===== src/rtl/if_pkg.sv =====
// rtl/if_pkg.sv - shared types and constants for the instruction fetch unit
package if_pkg;

  localparam int IF_XLEN = 32;
  localparam logic [IF_XLEN-1:0] INST_NOP = 32'h0000_0013;

  typedef enum logic [1:0] {
    PC_SEL_NEXT = 2'd0,
    PC_SEL_BR   = 2'd1,
    PC_SEL_JALR = 2'd2
  } pc_sel_e;

  typedef struct packed {
    logic [IF_XLEN-1:0] pc;
    logic [IF_XLEN-1:0] inst;
  } fetch_entry_t;

endpackage


===== src/rtl/if_fifo.sv =====
// rtl/if_fifo.sv - fetch buffer: DEPTH storage entries behind a registered head
// An empty buffer bypasses pushes straight into the head so a word shows one cycle after rvalid.
module if_fifo
  import if_pkg::*;
#(
  parameter int DEPTH = 2,
  parameter logic [IF_XLEN-1:0] RESET_PC = 32'h0000_0000
) (
  input  logic                    clk_i,
  input  logic                    rst_n_i,
  input  logic                    flush_i,
  input  logic                    push_i,
  input  fetch_entry_t            push_data_i,
  input  logic                    pop_i,
  output logic                    out_valid_o,
  output fetch_entry_t            out_data_o,
  output logic [$clog2(DEPTH):0]  count_o
);

  localparam int AW = $clog2(DEPTH);

  fetch_entry_t   mem_q [DEPTH];
  logic [AW-1:0]  rd_ptr_q, rd_ptr_d;
  logic [AW-1:0]  wr_ptr_q, wr_ptr_d;
  logic [AW:0]    count_q, count_d;
  logic           out_valid_q, out_valid_d;
  fetch_entry_t   out_q, out_d;
  logic           out_free;
  logic           mem_wr;

  always_comb begin
    rd_ptr_d    = rd_ptr_q;
    wr_ptr_d    = wr_ptr_q;
    count_d     = count_q;
    out_valid_d = out_valid_q;
    out_d       = out_q;
    mem_wr      = 1'b0;
    out_free    = ~out_valid_q | pop_i;
    if (flush_i) begin
      rd_ptr_d    = '0;
      wr_ptr_d    = '0;
      count_d     = '0;
      out_valid_d = 1'b0;
    end else begin
      if (out_free) begin
        if (count_q != '0) begin
          out_d       = mem_q[rd_ptr_q];
          out_valid_d = 1'b1;
          rd_ptr_d    = rd_ptr_q + AW'(1);
          count_d     = count_q - (AW+1)'(1);
        end else if (push_i) begin
          out_d       = push_data_i;
          out_valid_d = 1'b1;
        end else begin
          out_valid_d = 1'b0;
        end
      end
      // Anything not bypassed into the head queues behind it to keep order.
      if (push_i && !(out_free && count_q == '0)) begin
        mem_wr   = 1'b1;
        wr_ptr_d = wr_ptr_q + AW'(1);
        count_d  = count_d + (AW+1)'(1);
      end
    end
  end

  always_ff @(posedge clk_i) begin
    if (mem_wr) begin
      mem_q[wr_ptr_q] <= push_data_i;
    end
  end

  always_ff @(posedge clk_i or negedge rst_n_i) begin
    if (!rst_n_i) begin
      rd_ptr_q    <= '0;
      wr_ptr_q    <= '0;
      count_q     <= '0;
      out_valid_q <= 1'b0;
      out_q       <= '{pc: RESET_PC, inst: INST_NOP};
    end else begin
      rd_ptr_q    <= rd_ptr_d;
      wr_ptr_q    <= wr_ptr_d;
      count_q     <= count_d;
      out_valid_q <= out_valid_d;
      out_q       <= out_d;
    end
  end

  assign out_valid_o = out_valid_q;
  assign out_data_o  = out_q;
  assign count_o     = count_q;

endmodule


===== src/rtl/if_fetch.sv =====
// rtl/if_fetch.sv - instruction fetch unit: PC, IRAM requests, response buffering, redirects
module if_fetch
  import if_pkg::*;
#(
  parameter int XLEN = 32,
  parameter logic [XLEN-1:0] RESET_PC = 32'h0000_0000,
  parameter int FIFO_DEPTH = 2
) (
  input  logic            clk_i,
  input  logic            rst_n_i,
  output logic            iram_rd_req_o,
  output logic [XLEN-1:0] iram_rd_addr_o,
  input  logic            iram_rd_gnt_i,
  input  logic            iram_rd_rvalid_i,
  input  logic [XLEN-1:0] iram_rd_data_i,
  output logic            inst_valid_o,
  input  logic            inst_ready_i,
  output logic [XLEN-1:0] inst_data_o,
  output logic [XLEN-1:0] pc_data_o,
  input  logic            pc_wr_en_i,
  input  logic [1:0]      pc_wr_sel_i,
  input  logic [XLEN-1:0] imm_data_i,
  input  logic [XLEN-1:0] alu_data_i,
  output logic            pc_misalign_o
);

  localparam int AW = $clog2(FIFO_DEPTH);
  localparam int CW = AW + 1;
  localparam logic [CW:0] DEPTH_W = (CW+1)'(FIFO_DEPTH);

  logic [XLEN-1:0] fetch_pc_q, fetch_pc_d;
  logic [CW-1:0]   outstanding_q, outstanding_d;
  logic [CW-1:0]   discard_q, discard_d;
  logic            misalign_q, misalign_d;
  logic [XLEN-1:0] trk_pc_q [FIFO_DEPTH];
  logic [AW-1:0]   trk_wr_q, trk_wr_d;
  logic [AW-1:0]   trk_rd_q, trk_rd_d;

  logic [CW-1:0]   fifo_count;
  fetch_entry_t    head;
  fetch_entry_t    push_entry;
  logic            can_req, gnt_acc, fire, redirect, push;
  pc_sel_e         sel;
  logic [XLEN-1:0] pc_seq, target_raw, target;

  // Storage occupancy plus in-flight reads bounds requests, so a response always has a slot.
  assign can_req        = ({1'b0, fifo_count} + {1'b0, outstanding_q}) < DEPTH_W;
  assign iram_rd_req_o  = rst_n_i & can_req;
  assign iram_rd_addr_o = fetch_pc_q;
  assign gnt_acc        = iram_rd_req_o & iram_rd_gnt_i;
  assign fire           = inst_valid_o & inst_ready_i & pc_wr_en_i;
  assign sel            = pc_sel_e'(pc_wr_sel_i);

  always_comb begin
    pc_seq = pc_data_o + XLEN'(4);
    case (sel)
      PC_SEL_BR:   target_raw = pc_data_o + imm_data_i;
      PC_SEL_JALR: target_raw = alu_data_i & ~XLEN'(1);
      default:     target_raw = pc_seq;
    endcase
    target = target_raw;
    if (target_raw[1]) begin
      target[1:0] = 2'b00;
    end
  end

  assign redirect   = fire & (target != pc_seq);
  assign push       = iram_rd_rvalid_i & (discard_q == '0) & ~redirect;
  assign push_entry = '{pc: trk_pc_q[trk_rd_q], inst: iram_rd_data_i};

  always_comb begin
    fetch_pc_d    = fetch_pc_q;
    outstanding_d = outstanding_q + CW'(gnt_acc) - CW'(iram_rd_rvalid_i);
    discard_d     = discard_q;
    misalign_d    = fire & target_raw[1];
    trk_wr_d      = trk_wr_q + AW'(gnt_acc);
    trk_rd_d      = trk_rd_q + AW'(iram_rd_rvalid_i);
    if (redirect) begin
      fetch_pc_d = target;
      discard_d  = outstanding_d;
    end else begin
      if (gnt_acc) begin
        fetch_pc_d = fetch_pc_q + XLEN'(4);
      end
      if (iram_rd_rvalid_i && discard_q != '0) begin
        discard_d = discard_q - CW'(1);
      end
    end
  end

  // Tracker entries are consumed in response order, including words later discarded.
  always_ff @(posedge clk_i) begin
    if (gnt_acc) begin
      trk_pc_q[trk_wr_q] <= fetch_pc_q;
    end
  end

  always_ff @(posedge clk_i or negedge rst_n_i) begin
    if (!rst_n_i) begin
      fetch_pc_q    <= RESET_PC;
      outstanding_q <= '0;
      discard_q     <= '0;
      misalign_q    <= 1'b0;
      trk_wr_q      <= '0;
      trk_rd_q      <= '0;
    end else begin
      fetch_pc_q    <= fetch_pc_d;
      outstanding_q <= outstanding_d;
      discard_q     <= discard_d;
      misalign_q    <= misalign_d;
      trk_wr_q      <= trk_wr_d;
      trk_rd_q      <= trk_rd_d;
    end
  end

  if_fifo #(
    .DEPTH    (FIFO_DEPTH),
    .RESET_PC (RESET_PC)
  ) u_fifo (
    .clk_i       (clk_i),
    .rst_n_i     (rst_n_i),
    .flush_i     (redirect),
    .push_i      (push),
    .push_data_i (push_entry),
    .pop_i       (fire),
    .out_valid_o (inst_valid_o),
    .out_data_o  (head),
    .count_o     (fifo_count)
  );

  assign inst_data_o   = head.inst;
  assign pc_data_o     = head.pc;
  assign pc_misalign_o = misalign_q;

endmodule

===== config.mk =====
export PLATFORM = sky130hd
export DESIGN_NAME = if_fetch
export DESIGN_NICKNAME = d
export VERILOG_FILES = /design/src/rtl/if_pkg.sv /design/src/rtl/if_fifo.sv /design/src/rtl/if_fetch.sv
export SDC_FILE = /design/constraint.sdc
export NUM_CORES = 1
export LEC_CHECK = 0
export CORE_MARGIN = 3
export CORE_UTILIZATION = 28
export DETAILED_ROUTE_END_ITERATION = 10
export DONT_BUFFER_PORTS = 1
export HOLD_SLACK_MARGIN = 0.08
export PLACE_DENSITY = 0.4
export RECOVER_POWER = 25
export SKIP_CTS_REPAIR_TIMING = 1
export SLEW_MARGIN = 20
export SYNTH_ARGS = -nofsm -noshare
export SYNTH_HDL_FRONTEND = slang
export SYNTH_HIERARCHICAL = 1
export SYNTH_SLANG_ARGS = --single-unit

===== constraint.sdc =====
create_clock -name clk_i -period 11.51 [get_ports clk_i]
set_clock_uncertainty 0.1 [all_clocks]
set_input_delay 2.302 -clock clk_i [delete_from_list [all_inputs] [get_ports clk_i]]
set_output_delay 2.302 -clock clk_i [all_outputs]
set_load 0.03 [all_outputs]

==> flow_summary.json, run 1 <==
{
  "status": "complete, but fails checks",
  "violations": "capacitance limit, slew limit",
  "reg2reg_slack_ps": 4450,
  "drive_gt1_share_pct": 7.72,
  "startpoint": "imm_data_i[18]",
  "crit_arrival_ps": 8330,
  "ios": 203,
  "max_freq_mhz": 124,
  "firstDrtPassIters": 5,
  "peakVddDrop_mv": 0.0901,
  "yosysUniqueCellTypes": 82,
  "yosys.area.top_type": "edfxtp_1",
  "final_cell_count_no_fill": 2259,
  "crit_type": "in -> reg",
  "core_area_sq_mm": 0.0566,
  "r2r_cells": 18,
  "synth_async_sr_flop_share_pct": 36.0,
  "cts_buffer_depth": 3,
  "crit_path_end": "u_fifo/out_data_o[42]$_DFFE_PN0P_",
  "yosys.area_share.simple_pct": 13.6,
  "drtAntennaViolNets": 0,
  "worst_slew_pin_slew_ps": 2320,
  "worst_r2r_endpoint": "u_fifo/out_data_o[42]$_DFFE_PN0P_",
  "final_common_cell": "edfxtp_1",
  "crit_path_end_kind": "flip-flop",
  "clock_latency_ps": 540,
  "ys_seq_area_share_pct": 52.1,
  "synth_top_family_by_area": "compound AO/OA/AOI/OAI gates",
  "synthFlopType": "edfxtp_1",
  "p_sw_share_pct": 43.7,
  "gp_congestion": 0.887,
  "synth_compound_area_share_pct": 13.7,
  "rows": 87,
  "p_int_w": 0.00278,
  "worstHoldPathType": "reg -> reg",
  "synthXorXnorAreaFrac_pct": 4.68,
  "overflow": 0,
  "cts_num_sinks": 297,
  "slew_headroom_pct": -54.6,
  "ys.warnings.count": 6,
  "final_period_minus_worst_setup_slack_ps": 8060,
  "initial_core_util_pct": 28.4,
  "synth_area_leaders": "edfxtp_1 35%, dfrtp_1 16%, mux2i_1 5.7%, nand2_1 3.9%, a21oi_1 3.8%",
  "hold_violations": 0,
  "clk_pin_slew_ps": 60,
  "drc": 0,
  "slew_violations": 33,
  "start_kind": "input pin",
  "synthCells": 1496,
  "synth_area_sq_mm": 0.0161,
  "antenna_cells": 0,
  "cap_violations": 1,
  "die_w_um": 246,
  "synth_top_area_share_pct": 35.5,
  "grt_start_max_net_pins": 109,
  "power_density_mw_per_mm2": 274,
  "grt_pass1_vias": 11500,
  "grtUsageTotal_pct": 16.4,
  "synth_seq_cells": 297,
  "critical_path_required_ps": 11780,
  "grt_pass1_wl_mm": 74.9,
  "cts_root_buf": "clkbuf_16",
  "port_buffers": 0,
  "dp.cells": 2191,
  "tritoncts": "done",
  "area_growth_pct": 12.1,
  "r2r_start": "u_fifo/out_data_o[32]$_DFFE_PN0P_",
  "antenna_found_initial": 0,
  "synth_edf_count": 190,
  "synthAdderAreaFrac_pct": 3.36,
  "die_h_um": 246,
  "rsz0062_at_grt": "false",
  "drt-initial-drc-count": 696,
  "p_seq_share_pct": 42.4,
  "wire_per_inst_um": 22.1,
  "clockPowerShare_pct": 23.2,
  "mostFrequentLayoutCells": "190 x edfxtp_1, 169 x nand2_1, 122 x a21oi_1",
  "comb_power_share_pct": 34.4,
  "min_period_over_period_pct": 70.0,
  "num_vias": 11500,
  "drt_wl_total_mm": 50.0,
  "die-area_sq_mm": 0.0604,
  "leakage_nw": 6.59,
  "finalPower_w": 0.00494,
  "cts_buffers": 37,
  "synth.avg_cell_area_sq_um": 10.8,
  "fin_nets": 1620,
  "vias_per_cell": 5.07,
  "htree_levels": 2,
  "crit_fanout": 72,
  "fill_cells": 5849,
  "yosys-mux-area-fraction_pct": 9.28,
  "place_hpwl_mm": 35.7,
  "setup_viol": 0,
  "finalSetupTns_ps": 0,
  "p_sw_w": 0.00216
}
[cells in the mapped netlist (all sizes together) (9+ instances only)]
cell type  instances
ha                40
o21a              12
a21o              13
xor2              37
edfxtp           190
inv               21
mux2              49
nor4               9
nand3             40
buf               47
a22oi             11
o211ai            12
nor3              26
xnor2             49
a21oi            122
mux2i             91
and3              13
nand4             30
o21ai            111
nand2            169
nor2             118
clkbuf            41
dfrtp            104
a211oi            12
or3               12
[flip-flops by register name (all words and copies together), names as in the netlist, 2 cells and up]
name	flops
u_fifo/mem_q	128
u_fifo/out_data_o	64
trk_pc_q	62
iram_rd_addr_o	31
discard_q	2
outstanding_q	2
u_fifo/count_o	2
[power groups by stage]
| stage | logic (W) | clock network [W] | registers (W) |
|---|---|---|---|
| after global placement | 0.00170 | 0 | 0.00213 |
| final | 0.00170 | 0.00115 | 0.00209 |
| after global routing | 0.00191 | 0.00123 | 0.00214 |
| after floorplan | 0.00129 | 0 | 0.00198 |
| after CTS | 0.00173 | 0.00120 | 0.00212 |
| after detailed placement | 0.00172 | 0 | 0.00214 |
[cell type report]
| type | instances | area [sq um] | share of cell area, % |
|---|---|---|---|
| flip-flops and latches | 297 | 8390 | 46.5 |
| well taps | 756 | 946 | 5.25 |
| repair buffers | 24 | 184 | 1.02 |
| clock inverters | 18 | 193 | 1.07 |
| inverters | 22 | 82.6 | 0.458 |
| multi-input cells | 1092 | 7220 | 40.0 |
| clock buffers | 50 | 1020 | 5.63 |
[stage by stage]
step           hold slack, ps  utilization (%)  area [sq um]  setup slack [ps]
2_1_floorplan             392                -         16100              1830
3_3_place_gp              422             29.7         16800              2430
4_1_cts                   442             31.9         18000              3500
5_1_grt                   463             31.9         18000              3110
3_5_place_dp              428             29.7         16800              2940
6_report                  430             31.9         18000              3450
[critical path, stage by stage]
cell	delay, ps
ha_1	490
nand4_1	320
or3_1	450
or2_2	310
o211ai_1	490
mux2_2	400
a32oi_1	230
nand4_1	120
or4_1	520
or4_4	580
a22oi_4	380
inv_1	270
or3_4	690
buf_4	450
nand2_1	150
o21ai_0	110
[worst min path at each step]
stage                                     from                    endpoint  slack (ps)  cells after the start
floorplan           outstanding_q[0]$_DFF_PN0_  outstanding_q[0]$_DFF_PN0_         390                      1
global placement    outstanding_q[0]$_DFF_PN0_  outstanding_q[0]$_DFF_PN0_         420                      1
detailed placement  outstanding_q[0]$_DFF_PN0_  outstanding_q[0]$_DFF_PN0_         430                      1
CTS                 outstanding_q[0]$_DFF_PN0_  outstanding_q[0]$_DFF_PN0_         440                      1
global route        outstanding_q[0]$_DFF_PN0_  outstanding_q[0]$_DFF_PN0_         460                      1
finish              outstanding_q[0]$_DFF_PN0_  outstanding_q[0]$_DFF_PN0_         430                      1
[cell families after synthesis]
| kind of cell | count (synthesis) |
|---|---|
| simple gates | 461 |
| compound gates | 359 |
| flops | 297 |
| mux | 140 |
| buf+inv | 110 |
| xor+xnor | 86 |
| fa+ha+maj | 42 |
| other cells | 1 |
[routing by layer]
| layer | routed length, um | up-vias | global-route usage [%] |
|---|---|---|---|
| met5 | 0 | - | 0 |
| met4 | 1060 | 0 | 4.60 |
| met3 | 2900 | 52 | 3.69 |
| met2 | 23600 | 301 | 27.1 |
| met1 | 22400 | 5616 | 21.5 |
| li1 | - | 5492 | - |
(Power assumes the default switching activity.)
==> inputs of run 2 (changes only) <==
Clock period 11.51 ns to 7.9 ns, I/O delays scaled along.
==> flow_summary.json, run 2 (same netlist as run 1, synthesis figures left out) <==
{
  "hp-start": "outstanding_q[0]$_DFF_PN0_",
  "port_buffers": 0,
  "crit_fanout": 70,
  "crit_type": "in -> reg",
  "clock_latency_ps": 550,
  "mostFrequentLayoutCells": "190 x edfxtp_1, 169 x nand2_1, 122 x a21oi_1",
  "grt_pass1_vias": 11500,
  "slowest_delay_ps": 580,
  "wire_per_inst_um": 22.2,
  "min_period_over_period_pct": 85.7,
  "largest_register": "u_fifo/mem_q",
  "slew_headroom_pct": 36.1,
  "final_period_minus_worst_setup_slack_ps": 6770,
  "setup_viol": 0,
  "htree_levels": 2,
  "overflow": 0,
  "rsz0062_at_grt": "false",
  "largest_reg_flops": 128,
  "finalSetupTns_ps": 0,
  "die_w_um": 246,
  "gp_congestion": 0.890,
  "reg2reg_slack_ps": 1550,
  "final_common_cell": "edfxtp_1",
  "met2_length_mm": 23.4,
  "crit_path_end_kind": "flip-flop",
  "fin_nets": 1623,
  "critical_path_required_ps": 8190,
  "top_layer": "met4",
  "area_growth_pct": 11.9,
  "rows": 87,
  "num_vias": 11400,
  "drt_wl_total_mm": 50.1,
  "met1Wirelength_mm": 22.7,
  "cap_violations": 0,
  "path_cells": "ha_1 > nand4_1 > or3_1 > or2_2 > o211ai_1 > mux2_2 > a32oi_1 > nand4_1 > or4_1 > or4_4 > a22oi_4 > inv_1 > or3_4 > buf_4 > nand2_1 > o21ai_0",
  "cts_num_sinks": 297,
  "grt_pass1_wl_mm": 75.3,
  "crit_arrival_ps": 7060,
  "slew_violations": 0,
  "die-area_sq_mm": 0.0604,
  "hold_violations": 0,
  "finalPower_w": 0.00713,
  "crit_top_cell": "nand4_1",
  "cts_buffers": 36,
  "drc": 0,
  "power_density_mw_per_mm2": 396,
  "wl_met3_mm": 3.01,
  "holdPathEnd": "outstanding_q[0]$_DFF_PN0_",
  "grt_start_max_net_pins": 109,
  "peakVddDrop_mv": 0.179,
  "initial_core_util_pct": 28.4,
  "drtAntennaViolNets": 0,
  "antenna_found_initial": 1,
  "max_freq_mhz": 148,
  "antenna_cells": 0,
  "place_hpwl_mm": 35.9,
  "worst_slew_pin_slew_ps": 951,
  "clk_pin_slew_ps": 60,
  "worstHoldPathType": "reg -> reg",
  "holdPathStages": 1,
  "r2r_start": "u_fifo/out_data_o[32]$_DFFE_PN0P_",
  "worst_r2r_endpoint": "u_fifo/out_data_o[50]$_DFFE_PN0P_",
  "worst_path_max_delay_cell": "or4_4",
  "drt-initial-drc-count": 587,
  "status": "finished clean",
  "die_h_um": 246,
  "firstDrtPassIters": 5,
  "cts_root_buf": "clkbuf_16",
  "vias_per_cell": 5.05,
  "leakage_nw": 6.57,
  "drive_gt1_share_pct": 10.1,
  "ios": 203,
  "tritoncts": "done",
  "fill_cells": 5865,
  "core_area_sq_mm": 0.0566,
  "cts_buffer_depth": 3,
  "start_kind": "input pin",
  "r2r_cells": 19,
  "grtUsageTotal_pct": 16.5
}
==> run 2: worst max-delay path, delay by kind of cell <==
kind | cells | cell delay, ps
simple gates | 8 | 2890
compound gates | 4 | 1060
buf+inv | 2 | 600
mux | 1 | 400
fa+ha+maj | 1 | 490
==> run 2: metrics by stage <==
stage | setup WS, ps | area, sq um | cells | util (%) | hold WS (ps)
floorplan | 36.2 | 16100 | 1499 | - | 392
global placement | 632 | 16900 | 2195 | 29.9 | 428
detailed placement | 582 | 16900 | 2195 | 29.9 | 430
CTS | 1150 | 18000 | 2260 | 31.8 | 446
global route | 838 | 18000 | 2260 | 31.8 | 466
finish | 1130 | 18000 | 2260 | 31.8 | 437
==> run 2: metal layers <==
metal,global-route usage (%),vias to the layer above
met5,0,-
met3,4.13,58
met4,4.17,0
met2,27.0,279
li1,-,5501
met1,21.9,5569
==> run 2: cell type report <==
type / count / area (sq um) / share of cell area [%]
inverters: 22 / 82.6 / 0.459
repair buffers: 28 / 260 / 1.45
flip-flops and latches: 297 / 8390 / 46.6
clock buffers: 55 / 992 / 5.51
multi-input cells: 1092 / 7240 / 40.2
well taps: 756 / 946 / 5.25
clock inverters: 10 / 92.6 / 0.514
==> run 2: worst max path at each step <==
stage | startpoint | endpoint | depth (start not counted)
final | imm_data_i[18] | u_fifo/out_data_o[50]$_DFFE_PN0P_ | 16
after global placement | imm_data_i[18] | u_fifo/out_data_o[38]$_DFFE_PN0P_ | 16
after CTS | imm_data_i[18] | u_fifo/out_data_o[50]$_DFFE_PN0P_ | 16
after floorplan | imm_data_i[19] | u_fifo/mem_q[1][0]$_DFFE_PP_ | 16
after global routing | imm_data_i[18] | u_fifo/out_data_o[50]$_DFFE_PN0P_ | 16
after detailed placement | imm_data_i[18] | u_fifo/out_data_o[50]$_DFFE_PN0P_ | 16
==> run 2: where the power goes <==
part	internal (W)	switching, W	leakage (nW)
sequential	0.00211	0.000945	3.05
combinational	0.000967	0.00156	2.99
clock	0.000903	0.000652	0.529
total	0.00398	0.00315	6.57
